$ cat src/rtl/sdc_ram_pkg.sv
// Shared definitions for the RAM BIST block.
//   - ADDR_W_DEF / DATA_W_DEF : default RAM address and data widths
//   - state_t                 : BIST controller states
//   - pat_fn                  : test pattern generator
// The pattern repeats the address bits cyclically across the data word,
// e.g. {a[DATA_W-ADDR_W-1:0], a} when DATA_W <= 2*ADDR_W. That word is XORed
// with the seed, and the whole result is inverted for the second pass.
package sdc_ram_pkg;

  localparam int ADDR_W_DEF = 6;
  localparam int DATA_W_DEF = 8;
  localparam int PAT_MAX_W  = 64;

  typedef enum logic [2:0] {
    ST_IDLE,
    ST_WR,
    ST_RD,
    ST_DRAIN,
    ST_DONE
  } state_t;

  // a and seed are zero-extended by the caller; the caller truncates the result.
  function automatic logic [PAT_MAX_W-1:0] pat_fn(
    input logic [PAT_MAX_W-1:0] a,
    input logic                 p,
    input logic [PAT_MAX_W-1:0] seed,
    input int                   aw
  );
    logic [PAT_MAX_W-1:0] v;
    v = '0;
    for (int k = 0; k < PAT_MAX_W; k++) begin
      if (k * aw < PAT_MAX_W) v = v | (a << (k * aw));
    end
    v = v ^ seed;
    if (p) v = ~v;
    return v;
  endfunction

endpackage

$ cat src/rtl/ram_bist_if.sv
// RAM-side bus of the BIST controller.
//   we   : write enable
//   addr : RAM address
//   din  : write data into the RAM
//   dout : read data from the RAM (1-cycle read latency)
// The master modport is the BIST side. The slave modport is the RAM side.
interface ram_bist_if
  import sdc_ram_pkg::*;
#(
  parameter int ADDR_W = ADDR_W_DEF,
  parameter int DATA_W = DATA_W_DEF
);
  logic              we;
  logic [ADDR_W-1:0] addr;
  logic [DATA_W-1:0] din;
  logic [DATA_W-1:0] dout;

  modport master (output we, output addr, output din, input dout);
  modport slave  (input we, input addr, input din, output dout);
endinterface

$ cat src/rtl/ram_bist_pat.sv
// Combinational test-pattern generator. It is a thin wrapper around
// sdc_ram_pkg::pat_fn at the module's widths.
//   a    : RAM address
//   p    : pass bit (0 = true pattern, 1 = inverted)
//   seed : run seed
//   pat  : pattern word for address a
module ram_bist_pat
  import sdc_ram_pkg::*;
#(
  parameter int ADDR_W = ADDR_W_DEF,
  parameter int DATA_W = DATA_W_DEF
) (
  input  logic [ADDR_W-1:0] a,
  input  logic              p,
  input  logic [DATA_W-1:0] seed,
  output logic [DATA_W-1:0] pat
);

  assign pat = DATA_W'(pat_fn(PAT_MAX_W'(a), p, PAT_MAX_W'(seed), ADDR_W));

endmodule

$ cat src/rtl/ram_bist.sv
// Two-pass march-style RAM BIST controller.
// Each pass writes pat(a,p) to every address and then reads every address
// back. Pass 0 uses p=0 and pass 1 uses p=1, which inverts the pattern.
// The RAM read latency is 1 cycle. A DRAIN cycle after the last read
// absorbs the final compare.
// Ports:
//   clk, rst : clock; synchronous active-high reset
//   start    : run request, honoured only in IDLE
//   seed     : pattern seed, captured when start is accepted
//   busy     : high in WR, RD and DRAIN
//   done     : one-cycle completion pulse
//   pass     : result of the last completed run
//   err_cnt  : mismatch count of the current or last run
//   ram      : RAM bus (ram_bist_if.master)
// Optional feature, enabled by defining RAM_BIST_ERRLOG_EN:
//   err_valid/err_addr/err_exp/err_got log the first mismatch of a run.
module ram_bist
  import sdc_ram_pkg::*;
#(
  parameter int ADDR_W = ADDR_W_DEF,
  parameter int DATA_W = DATA_W_DEF
) (
  input  logic              clk,
  input  logic              rst,
  input  logic              start,
  input  logic [DATA_W-1:0] seed,
  output logic              busy,
  output logic              done,
  output logic              pass,
  output logic [ADDR_W+1:0] err_cnt,
  ram_bist_if.master        ram
`ifdef RAM_BIST_ERRLOG_EN
  ,
  output logic              err_valid,
  output logic [ADDR_W-1:0] err_addr,
  output logic [DATA_W-1:0] err_exp,
  output logic [DATA_W-1:0] err_got
`endif
);

  localparam logic [ADDR_W-1:0] ADDR_LAST = '1;
  localparam logic [ADDR_W-1:0] ADDR_ONE  = {{(ADDR_W-1){1'b0}}, 1'b1};
  localparam logic [ADDR_W+1:0] CNT_ONE   = {{(ADDR_W+1){1'b0}}, 1'b1};

  state_t            state;
  logic              p;
  logic [DATA_W-1:0] seed_q;

  logic              cmp_vld_p1;
  logic [ADDR_W-1:0] cmp_addr_p1;

  logic [ADDR_W-1:0] wr_addr;
  logic              wr_p;
  logic [DATA_W-1:0] wr_seed;
  logic [DATA_W-1:0] wr_pat;
  logic [DATA_W-1:0] exp_pat;
  logic              mismatch;

  // ram.din is registered, so the write pattern is computed from the
  // address, pass bit and seed that take effect on the next edge.
  always_comb begin
    wr_addr = '0;
    wr_p    = p;
    wr_seed = seed_q;
    case (state)
      ST_IDLE: begin
        wr_p    = 1'b0;
        wr_seed = seed;
      end
      ST_WR:    wr_addr = ram.addr + ADDR_ONE;
      ST_DRAIN: wr_p    = 1'b1;
      default:  ;
    endcase
  end

  ram_bist_pat #(.ADDR_W(ADDR_W), .DATA_W(DATA_W)) u_pat_wr (
    .a    (wr_addr),
    .p    (wr_p),
    .seed (wr_seed),
    .pat  (wr_pat)
  );

  ram_bist_pat #(.ADDR_W(ADDR_W), .DATA_W(DATA_W)) u_pat_exp (
    .a    (cmp_addr_p1),
    .p    (p),
    .seed (seed_q),
    .pat  (exp_pat)
  );

  // Stage p1: read data for the address issued in the previous cycle.
  assign mismatch = cmp_vld_p1 && (ram.dout != exp_pat);

  always_ff @(posedge clk) begin
    if (rst) begin
      state      <= ST_IDLE;
      p          <= 1'b0;
      ram.we     <= 1'b0;
      ram.addr   <= '0;
      ram.din    <= '0;
      busy       <= 1'b0;
      done       <= 1'b0;
      pass       <= 1'b0;
      err_cnt    <= '0;
      cmp_vld_p1 <= 1'b0;
`ifdef RAM_BIST_ERRLOG_EN
      err_valid  <= 1'b0;
      err_addr   <= '0;
      err_exp    <= '0;
      err_got    <= '0;
`endif
    end else begin
      done        <= 1'b0;
      // Stage p0 -> p1: remember which address was read.
      cmp_vld_p1  <= (state == ST_RD);
      cmp_addr_p1 <= ram.addr;

      if (mismatch) err_cnt <= err_cnt + CNT_ONE;
`ifdef RAM_BIST_ERRLOG_EN
      if (mismatch && !err_valid) begin
        err_valid <= 1'b1;
        err_addr  <= cmp_addr_p1;
        err_exp   <= exp_pat;
        err_got   <= ram.dout;
      end
`endif

      case (state)
        ST_IDLE: begin
          if (start) begin
            seed_q   <= seed;
            err_cnt  <= '0;
            pass     <= 1'b0;
            p        <= 1'b0;
            busy     <= 1'b1;
            ram.we   <= 1'b1;
            ram.addr <= '0;
            ram.din  <= wr_pat;
            state    <= ST_WR;
`ifdef RAM_BIST_ERRLOG_EN
            err_valid <= 1'b0;
            err_addr  <= '0;
            err_exp   <= '0;
            err_got   <= '0;
`endif
          end
        end

        ST_WR: begin
          if (ram.addr == ADDR_LAST) begin
            ram.we   <= 1'b0;
            ram.din  <= '0;
            ram.addr <= '0;
            state    <= ST_RD;
          end else begin
            ram.addr <= wr_addr;
            ram.din  <= wr_pat;
          end
        end

        ST_RD: begin
          if (ram.addr == ADDR_LAST) begin
            ram.addr <= '0;
            state    <= ST_DRAIN;
          end else begin
            ram.addr <= ram.addr + ADDR_ONE;
          end
        end

        ST_DRAIN: begin
          if (!p) begin
            p        <= 1'b1;
            ram.we   <= 1'b1;
            ram.addr <= '0;
            ram.din  <= wr_pat;
            state    <= ST_WR;
          end else begin
            busy  <= 1'b0;
            done  <= 1'b1;
            // The final compare is still in flight in this cycle.
            pass  <= (err_cnt == '0) && !mismatch;
            state <= ST_DONE;
          end
        end

        ST_DONE: state <= ST_IDLE;

        default: state <= ST_IDLE;
      endcase
    end
  end

endmodule

$ cat src/flat_wrapper.sv
// flat-port wrapper written by rule: the top's interface ports become plain ports
module ram_bist_flat import sdc_ram_pkg::*;
#(
  parameter int ADDR_W = ADDR_W_DEF,
  parameter int DATA_W = DATA_W_DEF
)
  (clk, rst, start, seed, busy, done, pass, err_cnt, ram_we, ram_addr, ram_din, ram_dout);
  ram_bist_if #(.ADDR_W(ADDR_W), .DATA_W(DATA_W)) ram_i ();
  input  logic clk;
  input  logic rst;
  input  logic start;
  input  logic [DATA_W-1:0] seed;
  output logic busy;
  output logic done;
  output logic pass;
  output logic [ADDR_W+1:0] err_cnt;
  output wire logic [$bits(ram_i.we)-1:0] ram_we;
  output wire logic [$bits(ram_i.addr)-1:0] ram_addr;
  output wire logic [$bits(ram_i.din)-1:0] ram_din;
  input wire logic [$bits(ram_i.dout)-1:0] ram_dout;
  assign ram_we = ram_i.we;
  assign ram_addr = ram_i.addr;
  assign ram_din = ram_i.din;
  assign ram_i.dout = ram_dout;
  ram_bist #(.ADDR_W(ADDR_W), .DATA_W(DATA_W)) u_core (.clk(clk), .rst(rst), .start(start), .seed(seed), .busy(busy), .done(done), .pass(pass), .err_cnt(err_cnt), .ram(ram_i));
endmodule
$ cat config.mk
export PLATFORM = sky130hd
export DESIGN_NAME = ram_bist_flat
export DESIGN_NICKNAME = d
export VERILOG_FILES = /design/src/rtl/sdc_ram_pkg.sv /design/src/rtl/ram_bist_if.sv /design/src/rtl/ram_bist_pat.sv /design/src/rtl/ram_bist.sv /design/src/flat_wrapper.sv
export SDC_FILE = /design/constraint.sdc
export NUM_CORES = 1
export LEC_CHECK = 0
export ABC_AREA = 1
export ABC_CLOCK_PERIOD_IN_PS = 2200
export CAP_MARGIN = 10
export CORE_MARGIN = 2
export CORE_UTILIZATION = 53
export DETAILED_ROUTE_END_ITERATION = 7
export PLACE_DENSITY = 0.91
export SYNTH_ARGS = -nofsm -noshare
export SYNTH_HDL_FRONTEND = slang
export SYNTH_SLANG_ARGS = --single-unit
$ cat constraint.sdc
create_clock -name clk -period 2.2 [get_ports clk]
set_input_delay 0.33 -clock clk [delete_from_list [all_inputs] [get_ports clk]]
set_output_delay 0.33 -clock clk [all_outputs]
set_load 0.01 [all_outputs]
After elaboration in Yosys (flattened, before gate mapping)
Cells that the tools add are included.
- register bits: 45
- bits in latches: 0
- RAM bits: 0
- bits in read-only memories: 0
- output and inout port bits: 26
- logic and storage cells: 99
- memories: 0
- $add $sub $neg: 2
- $mul: 0
- divide/modulo/power cells: 0
- order comparisons: 0
- eq/ne operators: 10
- shift operators: 0
- multiplexer cells: 33
- bitwise operators: 26
- reductions and logical operators: 16
- operator list (operator ; number):
    $or 8x1->8 const B ; 18
    $mux 8 ; 9
    $mux 6 ; 5
    $pmux 6 s4 ; 1
    $pmux 8 s3 ; 1
    $not 8->8 ; 2
    $or 6x8->8 ; 2
    $xor 8x8->8 ; 2
    $reduce_and 3->1 ; 5
    $mux 3 ; 4
    $pmux 3 s4 ; 1
    $add 8x1->8 const B ; 1
    $logic_not 8->1 ; 1
    $ne 8x8->1 ; 1
    $pmux 1 s2 ; 4
    $mux 1 ; 7
    $add 6x1->6 const B ; 1
    $eq 3x2->1 const B ; 2
    $eq 6x6->1 const B ; 1
    $ne 2x2->1 const B ; 3
    $ne 2x1->1 const B ; 2
    $reduce_and 4->1 ; 1
    $reduce_bool 4->1 ; 1
    $eq 3x1->1 const B ; 1
    9 further kinds ; 11

Longest topological paths before layout
Gate-level depths: netlist (run 1).
- depth in word-level cells: 19
- depth in mapped cells: 15
- depth with buffers taken out: 14

Cells and area by module
A second synthesis (run 1) with hierarchy kept.
- cells, all modules: 428
- area, all modules: 2776.4 um^2
- by module, submodules not included (module ; times used ; cells an instance ; area an instance (um^2) ; seq. area each (um^2)):
    ram_bist ; 1 ; 284 ; 2175.8 ; 1041.0
    ram_bist_pat ; 2 ; 72 ; 300.3 ; 0.0

Least setup slack after synthesis (run 1)
Ideal clock, no wire load.
- kind: register to register
- start: register u_core.ram.addr[0]
- end: register u_core.state[0]
- arrival time: 1.501 ns
- required time: 2.130 ns
- setup slack: 0.629 ns
- cell stages (with the launch flop): 10
- path buffers: 0
- path through: dfxtp_1 > ha_1 > nand4_1 > nor2_2 > inv_1 > nand2_1 > inv_2 > nor2_1 > o21ai_1 > a21oi_1
- word-level cells in the longest chain between the ends: 3
- elaborated cells between the ends (all ways): 4
- those cells by class: eq/ne (3); reduce/logical (1)
- ends and longest elaborated chain (what ; RTL line ; text):
    start, declared ; ram_bist_if.sv:18 ; modport master (output we, output addr, output din, input dout);
    start signal, assigned ; ram_bist.sv:155 ; ram.addr <= wr_addr;
    start signal, assigned ; ram_bist.sv:165 ; ram.addr <= ram.addr + ADDR_ONE;
    $eq 6x6->1 (*) ; ram_bist.sv:149, ram_bist.sv:161 ;
    $ne 2x2->1 (no source line) or $ne 2x1->1 (tied branches) ; n/a ;
    $reduce_and 3->1 (no source line) (*) ; n/a ;
    end signal, assigned ; ram_bist.sv:153 ; state <= ST_RD;
    end signal, assigned ; ram_bist.sv:163 ; state <= ST_DRAIN;
    end signal, assigned ; ram_bist.sv:175 ; state <= ST_WR;
    end, declared ; ram_bist.sv:45 ; state_t state;
Every way passes the cells marked *; elsewhere a longest branch is shown, timed or not.
A chain may end at the register's enable or synchronous reset.

Worst setup path in the final report (run 1)
- start: register u_core.ram.addr[1]
- end: register u_core.state[0]
The elaborated chain is that of the path after synthesis.

==> results of run 1 <==
==> layout make-up <==
cell class / instances / area [µm²] / share of cell area (%)
tap: 67 / 83.8 / 2.58
clock buffer: 6 / 72.6 / 2.24
sequential: 45 / 1040 / 32.1
multi-input combinational: 270 / 1320 / 40.7
inverter: 56 / 213 / 6.55
timing repair buffer: 49 / 478 / 14.7
clock inverter: 2 / 35.0 / 1.08
==> registers in the layout (all words and copies together), names as in the netlist <==
| register | count |
|---|---|
| u_core.ram.addr | 6 |
| u_core.seed_q | 8 |
| u_core.cmp_addr_p1 | 6 |
| u_core.state | 3 |
| u_core.cmp_vld_p1 | 1 |
| u_core.err_cnt | 8 |
| u_core.ram.we | 1 |
| u_core.busy | 1 |
| u_core.done | 1 |
| u_core.pass | 1 |
| u_core.ram.din | 8 |
| u_core.p | 1 |
==> cells in the final DEF, fill, tap and decap left out, drive strengths merged <==
cell type,synthesis,routed
a211oi,1,1
a21oi,23,23
a2bb2oi,1,1
a311oi,1,1
a31o,1,1
buf,4,5
bufinv,0,1
clkbuf,3,6
clkdlybuf4s50,0,44
clkinv,0,1
dfxtp,31,31
edfxtp,14,14
ha,3,3
inv,56,56
nand2,150,150
nand3,12,12
nand4,6,6
nor2,33,33
nor3,3,3
nor4,2,2
o211ai,2,2
o21ai,13,13
o22ai,1,1
or2,1,1
xnor2,5,5
xor2,12,12
==> layer usage <==
layer	GRT usage (%)	vias up	routed length, µm
met4	9.33	0	99
met1	28.8	1153	2590
li1	-	1280	-
met2	41.3	80	3110
met3	4.61	11	405
met5	0	-	0
==> stage by stage <==
step           util, %  worst slack, ps  instance area, µm²
4_1_cts           68.3              370                3250
3_5_place_dp      66.0              308                3140
2_1_floorplan        -              629                2640
6_report          68.3              368                3250
5_1_grt           68.3              182                3250
3_3_place_gp      66.0              383                3140
==> path summary, 6_finish.rpt <==
check,startpoint,to,slack (ps),depth (start not counted)
setup reg to reg,u_core.ram.addr[1],u_core.state[0],370,9
hold reg to reg,u_core.pass,u_core.pass,470,2
hold / removal,u_core.pass,u_core.pass,470,2
setup / recovery,u_core.ram.addr[1],u_core.state[0],370,9
==> cells by family after synthesis <==
| logic type | after synthesis | synth area share [%] |
|---|---|---|
| AND/OR/NAND/NOR | 207 | 33.0 |
| buffers and inverters | 63 | 10.4 |
| AO/OA/AOI/OAI | 43 | 10.1 |
| flip-flops | 45 | 39.5 |
| adder cells (fa/ha/maj) | 3 | 1.42 |
| XOR/XNOR | 17 | 5.65 |
==> power by group through the flow <==
stage | Combinational, mW | Sequential [mW] | Clock (mW)
floorplan | 0.247 | 0.960 | 0
global placement | 0.399 | 0.948 | 0
detailed placement | 0.409 | 0.950 | 0
CTS | 0.415 | 0.931 | 0.628
global route | 0.463 | 0.937 | 0.651
finish | 0.418 | 0.931 | 0.622
==> critical path, delay by kind of cell, from the launching register on <==
| kind | cells | cell delay (ps) |
|---|---|---|
| flops | 1 | 490 |
| buf+inv | 2 | 170 |
| compound gates | 2 | 190 |
| fa+ha+maj | 1 | 280 |
| simple gates | 4 | 640 |
==> run_summary.xml, run 1 <==
<?xml version="1.0" encoding="UTF-8"?>
<metrics>
  <group name="cts">
    <metric name="cts-root-buf" unit="">sky130_fd_sc_hd__clkbuf_8</metric>
    <metric name="ctsHtreeMaxLevel" unit="">2</metric>
    <metric name="clock_sink_count" unit="">45</metric>
    <metric name="cts_tree" unit="">built</metric>
    <metric name="tritoncts.num_buffers" unit="">5</metric>
    <metric name="insertion_delay" unit="ps">300</metric>
    <metric name="post_cts_resized" unit="">0</metric>
    <metric name="clk_transition_reported_paths" unit="ps">80</metric>
    <metric name="cts_setup_buffers" unit="">0</metric>
    <metric name="cts_hold_bufs" unit="">0</metric>
    <metric name="cts-root-to-sink-buffers" unit="">2</metric>
  </group>
  <group name="routing">
    <metric name="drt_wl_total" unit="µm">6210</metric>
    <metric name="first_iter_violations" unit="">156</metric>
    <metric name="drt_pre_antenna_iters" unit="">4</metric>
    <metric name="detail_route.drc_violations" unit="">0</metric>
    <metric name="ant_nets" unit="">0</metric>
    <metric name="vias" unit="">2524</metric>
    <metric name="wl_per_cell" unit="µm">12.5</metric>
    <metric name="post_drt_via_cell_ratio" unit="">5.10</metric>
  </group>
  <group name="pwr">
    <metric name="power.leakage" unit="nW">1.49</metric>
    <metric name="power_frac_seq" unit="%">47.2</metric>
    <metric name="power.ir.vdd_worst" unit="µV">505</metric>
    <metric name="cell_internal_pwr" unit="mW">1.42</metric>
    <metric name="power.share.combinational" unit="%">21.2</metric>
    <metric name="switching_share" unit="%">28.0</metric>
    <metric name="fin_total_pwr" unit="mW">1.97</metric>
    <metric name="p_clk_share" unit="%">31.6</metric>
    <metric name="p_switching" unit="µW">552</metric>
    <metric name="power_per_standard_cell_area" unit="nW/µm²">607</metric>
  </group>
  <group name="logic_synthesis">
    <metric name="async_flop_share" unit="%">0</metric>
    <metric name="synth_seq_cells" unit="">45</metric>
    <metric name="synth_flop_cell" unit="">sky130_fd_sc_hd__dfxtp_1</metric>
    <metric name="synthTopCellsByArea" unit="">sky130_fd_sc_hd__dfxtp_1, sky130_fd_sc_hd__nand2_1, sky130_fd_sc_hd__edfxtp_1</metric>
    <metric name="synth_top_cell_by_area" unit="">sky130_fd_sc_hd__dfxtp_1</metric>
    <metric name="post_synth_most_frequent_cells" unit="">sky130_fd_sc_hd__nand2_1, sky130_fd_sc_hd__inv_1, sky130_fd_sc_hd__dfxtp_1</metric>
    <metric name="synth-edff-count" unit="">14</metric>
    <metric name="synth_area" unit="µm²">2640</metric>
    <metric name="synth.top_cell.area_share" unit="%">23.5</metric>
    <metric name="netlist_instances" unit="">378</metric>
    <metric name="synthesis.yosys.warnings" unit="">0</metric>
    <metric name="post_synth.cell_area_avg" unit="µm²">6.98</metric>
    <metric name="synth.yosys.seq_area_share" unit="%">39.5</metric>
    <metric name="synthMostInstantiatedCell" unit="">sky130_fd_sc_hd__nand2_1</metric>
    <metric name="postSynthNetCount" unit="">400</metric>
    <metric name="synth.lib_cells_used.distinct" unit="">37</metric>
  </group>
  <group name="placement">
    <metric name="dpl.cell_count" unit="">487</metric>
    <metric name="port_buffers" unit="">44</metric>
    <metric name="finalWeightedCongestion" unit="">0.921</metric>
    <metric name="dpl.hpwl" unit="µm">4590</metric>
  </group>
  <group name="final_layout">
    <metric name="final_cells" unit="">495</metric>
    <metric name="layout-drive-gt1-share" unit="%">8.18</metric>
    <metric name="nNetsFinal" unit="">449</metric>
    <metric name="area_delta_synth_final" unit="%">23.1</metric>
    <metric name="fill_cells" unit="">398</metric>
    <metric name="antenna-diode-count" unit="">0</metric>
  </group>
  <group name="floorplan">
    <metric name="io_pins" unit="">45</metric>
    <metric name="height_of_the_die" unit="µm">74.5</metric>
    <metric name="fp.coreArea" unit="µm²">4750</metric>
    <metric name="placement_rows" unit="">25</metric>
    <metric name="die_w" unit="µm">74.5</metric>
    <metric name="initial_core_util" unit="%">55.5</metric>
    <metric name="die-area" unit="µm²">5560</metric>
  </group>
  <group name="critical_path">
    <metric name="path_class" unit="">flop to flop</metric>
    <metric name="critical_path.cell_chain" unit="">ha_1 &gt; nand4_1 &gt; nor2_2 &gt; inv_1 &gt; nand2_1 &gt; inv_2 &gt; nor2_1 &gt; o21ai_1 &gt; a21oi_1</metric>
    <metric name="worstPathArrival" unit="ps">2070</metric>
    <metric name="critPathRequiredTime" unit="ps">2440</metric>
    <metric name="startpoint_type_of_the_worst_setup_path" unit="">flop</metric>
    <metric name="crit_path_max_fanout" unit="">6</metric>
    <metric name="crit_slowest_cell" unit="">sky130_fd_sc_hd__dfxtp_1</metric>
    <metric name="end_kind" unit="">flop</metric>
    <metric name="critPathMaxStageDelay" unit="ps">490</metric>
  </group>
  <group name="timing">
    <metric name="slew_at_the_pin_closest_to_its_max_slew_limit" unit="ps">441</metric>
    <metric name="finalClockSkew" unit="ps">9.42</metric>
    <metric name="unrepaired_setup_endpoints_after_global_routing" unit="">no</metric>
    <metric name="finalMaxSlewViolations" unit="">0</metric>
    <metric name="finalWorstPathRequiredPeriod" unit="ps">1830</metric>
    <metric name="setup_viol" unit="">0</metric>
    <metric name="slew_headroom" unit="%">70.3</metric>
    <metric name="number_of_endpoints_with_negative_hold_slack_in_the_final_report" unit="">0</metric>
    <metric name="period_share" unit="%">83.3</metric>
    <metric name="clock.fmax" unit="MHz">546</metric>
    <metric name="timing.setup.tns" unit="ps">0</metric>
    <metric name="fin_hold_ws" unit="ps">467</metric>
  </group>
  <group name="global_route">
    <metric name="grt_use_total" unit="%">23.7</metric>
    <metric name="first_pass_grt_wire_length" unit="µm">10100</metric>
    <metric name="grt_max_degree" unit="">19</metric>
    <metric name="initial_antenna_violation_count" unit="">0</metric>
    <metric name="overall_overflow_remaining_after_global_route" unit="">0</metric>
    <metric name="vias_in_the_first_global_route" unit="">2272</metric>
  </group>
  <group name="flow_run">
    <metric name="drv_cap" unit="">0</metric>
  </group>
  <group name="status">
    <metric name="run_status" unit="">finished clean</metric>
  </group>
  <group name="hold_path">
    <metric name="class_of_the_tightest_hold_or_removal_check" unit="">flop to flop</metric>
  </group>
</metrics>
No activity file was read; power rests on OpenSTA's default activity.
==> run 2, diff against run 1 <==
ABC_CLOCK_PERIOD_IN_PS = 1700   (was 2200)
clock period = 1.7 ns   (was 2.2 ns; I/O delays follow)
==> run 2 against run 1 <==
  * Clock power is 6.9% higher
  * Die area stayed put
  * Critical path type is now flop to output pin
  * Clock skew is 4.1 ps lower
==> run_summary.xml, run 2 (synthesis gave the netlist of run 1 again) <==
<?xml version="1.0" encoding="UTF-8"?>
<metrics>
  <group name="cts">
    <metric name="insertion_delay" unit="ps">290</metric>
    <metric name="cts_hold_bufs" unit="">0</metric>
    <metric name="clk_transition_reported_paths" unit="ps">80</metric>
    <metric name="cts-root-to-sink-buffers" unit="">2</metric>
    <metric name="ctsHtreeMaxLevel" unit="">2</metric>
    <metric name="cts_tree" unit="">built</metric>
    <metric name="clock_sink_count" unit="">45</metric>
    <metric name="tritoncts.num_buffers" unit="">5</metric>
    <metric name="cts-root-buf" unit="">sky130_fd_sc_hd__clkbuf_8</metric>
  </group>
  <group name="global_route">
    <metric name="vias_in_the_first_global_route" unit="">2385</metric>
    <metric name="grt_use_total" unit="%">23.7</metric>
    <metric name="first_pass_grt_wire_length" unit="µm">10100</metric>
    <metric name="overall_overflow_remaining_after_global_route" unit="">0</metric>
    <metric name="grt_max_degree" unit="">22</metric>
    <metric name="initial_antenna_violation_count" unit="">0</metric>
  </group>
  <group name="routing">
    <metric name="ant_nets" unit="">0</metric>
    <metric name="detail_route.drc_violations" unit="">0</metric>
    <metric name="vias" unit="">2560</metric>
    <metric name="drt_wl_total" unit="µm">6200</metric>
    <metric name="post_drt_via_cell_ratio" unit="">5.06</metric>
    <metric name="wl_per_cell" unit="µm">12.2</metric>
    <metric name="first_iter_violations" unit="">149</metric>
    <metric name="drt_pre_antenna_iters" unit="">4</metric>
  </group>
  <group name="final_layout">
    <metric name="nNetsFinal" unit="">460</metric>
    <metric name="fill_cells" unit="">362</metric>
    <metric name="layout-drive-gt1-share" unit="%">13.7</metric>
    <metric name="layout.cells.most_common" unit="">sky130_fd_sc_hd__nand2_1</metric>
    <metric name="area_delta_synth_final" unit="%">27.9</metric>
    <metric name="most-common-layout-cells" unit="">sky130_fd_sc_hd__nand2_1, sky130_fd_sc_hd__inv_1, sky130_fd_sc_hd__clkdlybuf4s50_1</metric>
    <metric name="antenna-diode-count" unit="">0</metric>
    <metric name="largestRegisters" unit="">u_core.err_cnt x8, u_core.ram.din x8, u_core.seed_q x8</metric>
  </group>
  <group name="pwr">
    <metric name="power.leakage" unit="nW">1.54</metric>
    <metric name="fin_total_pwr" unit="mW">2.44</metric>
    <metric name="power.ir.vdd_worst" unit="µV">542</metric>
    <metric name="power_per_standard_cell_area" unit="nW/µm²">723</metric>
  </group>
  <group name="placement">
    <metric name="dpl.hpwl" unit="µm">4690</metric>
    <metric name="worst_slack_at_placement" unit="ps">-96.2</metric>
    <metric name="port_buffers" unit="">44</metric>
    <metric name="finalWeightedCongestion" unit="">0.863</metric>
  </group>
  <group name="critical_path">
    <metric name="critPathMaxStageDelay" unit="ps">530</metric>
    <metric name="critical_path.cell_chain" unit="">buf_4 &gt; clkdlybuf4s50_1</metric>
    <metric name="crit_slowest_cell" unit="">sky130_fd_sc_hd__clkdlybuf4s50_1</metric>
    <metric name="critPathRequiredTime" unit="ps">1440</metric>
    <metric name="path_class" unit="">flop to output pin</metric>
    <metric name="end_kind" unit="">output pin</metric>
    <metric name="crit_path_max_fanout" unit="">5</metric>
    <metric name="startpoint_type_of_the_worst_setup_path" unit="">flop</metric>
    <metric name="worstPathArrival" unit="ps">1390</metric>
  </group>
  <group name="floorplan">
    <metric name="placement_rows" unit="">25</metric>
    <metric name="die_w" unit="µm">74.5</metric>
    <metric name="io_pins" unit="">45</metric>
    <metric name="height_of_the_die" unit="µm">74.5</metric>
    <metric name="fp.coreArea" unit="µm²">4750</metric>
    <metric name="initial_core_util" unit="%">55.5</metric>
    <metric name="die-area" unit="µm²">5560</metric>
  </group>
  <group name="status">
    <metric name="run_status" unit="">finished clean</metric>
  </group>
  <group name="timing">
    <metric name="setup_viol" unit="">0</metric>
    <metric name="unrepaired_setup_endpoints_after_global_routing" unit="">yes</metric>
    <metric name="finalMaxSlewViolations" unit="">0</metric>
    <metric name="clock.fmax" unit="MHz">609</metric>
    <metric name="finalClockSkew" unit="ps">5.35</metric>
    <metric name="finalWorstPathRequiredPeriod" unit="ps">1640</metric>
    <metric name="slew_at_the_pin_closest_to_its_max_slew_limit" unit="ps">343</metric>
    <metric name="final.setup.worst_slack" unit="ps">59.1</metric>
    <metric name="number_of_endpoints_with_negative_hold_slack_in_the_final_report" unit="">0</metric>
    <metric name="slew_headroom" unit="%">76.9</metric>
    <metric name="period_share" unit="%">96.5</metric>
  </group>
  <group name="hold_path">
    <metric name="class_of_the_tightest_hold_or_removal_check" unit="">flop to flop</metric>
  </group>
  <group name="flow_run">
    <metric name="drv_cap" unit="">0</metric>
  </group>
</metrics>
run 2: cell count changes in the layout (fill, tap and decap cells not counted), moves of 3 or more:
cell | before | now
sky130_fd_sc_hd__dfxtp_2 | 0 | 4
sky130_fd_sc_hd__nor2_1 | 30 | 27
sky130_fd_sc_hd__o21ai_0 | 8 | 5
sky130_fd_sc_hd__dfxtp_1 | 31 | 26
sky130_fd_sc_hd__buf_4 | 5 | 13
sky130_fd_sc_hd__o21ai_1 | 1 | 4
run 2: power by group:
part	leakage (nW)	switching [mW]	internal [mW]
Clock	0.0486	0.343	0.322
Combinational	1.10	0.315	0.254
Sequential	0.391	0.0422	1.17
run 2: path summary, 6_finish.rpt:
path | start | endpoint | slack [ps] | depth (start not counted)
max | u_core.ram.addr[2] | ram_addr[2] | 60 | 2
min reg2reg | u_core.pass | u_core.pass | 470 | 2
min | u_core.pass | u_core.pass | 470 | 2
max reg2reg | u_core.ram.addr[0] | u_core.ram.din[5] | 70 | 8
run 2: final cells by class:
| class | count | area (µm²) | area share (%) |
|---|---|---|---|
| tap | 67 | 83.8 | 2.48 |
| timing repair buffer | 59 | 578 | 17.1 |
| sequential | 45 | 1050 | 31.1 |
| inverter | 56 | 213 | 6.30 |
| clock inverter | 2 | 8.76 | 0.260 |
| multi-input combinational | 271 | 1360 | 40.3 |
| clock buffer | 6 | 82.6 | 2.45 |
run 2: worst max-delay path: cells and delay by family (launching register included):
family / cells / cell delay [ps]
buf+inv: 2 / 690
flops: 1 / 400
run 2: metal layers:
metal	vias to the layer above	GRT usage, %	share of wire, %
li1	1303	-	-
met1	1173	27.4	42
met2	71	43.0	51
met3	13	4.74	4.9
met4	0	8.73	1.8
met5	-	0	0
run 2: what timing repair did:
item                       4_1_cts  5_1_grt
pin swaps                        0        7
resized for setup                1       19
setup buffers                    0        4
cloned                           0        1
setup endpoints to repair        1       25
run 2: per-stage QoR:
| step | util, % | TNS (ps) | cell area, µm² | std cells | hold WS, ps |
|---|---|---|---|---|---|
| floorplan | - | 0 | 2640 | 378 | 354 |
| global placement | 67.5 | -64.2 | 3210 | 493 | 453 |
| detailed placement | 67.5 | -492 | 3210 | 493 | 456 |
| CTS | 69.4 | 0 | 3300 | 501 | 467 |
| global route | 71.0 | -45.1 | 3370 | 506 | 502 |
| finish | 71.0 | 0 | 3370 | 506 | 469 |
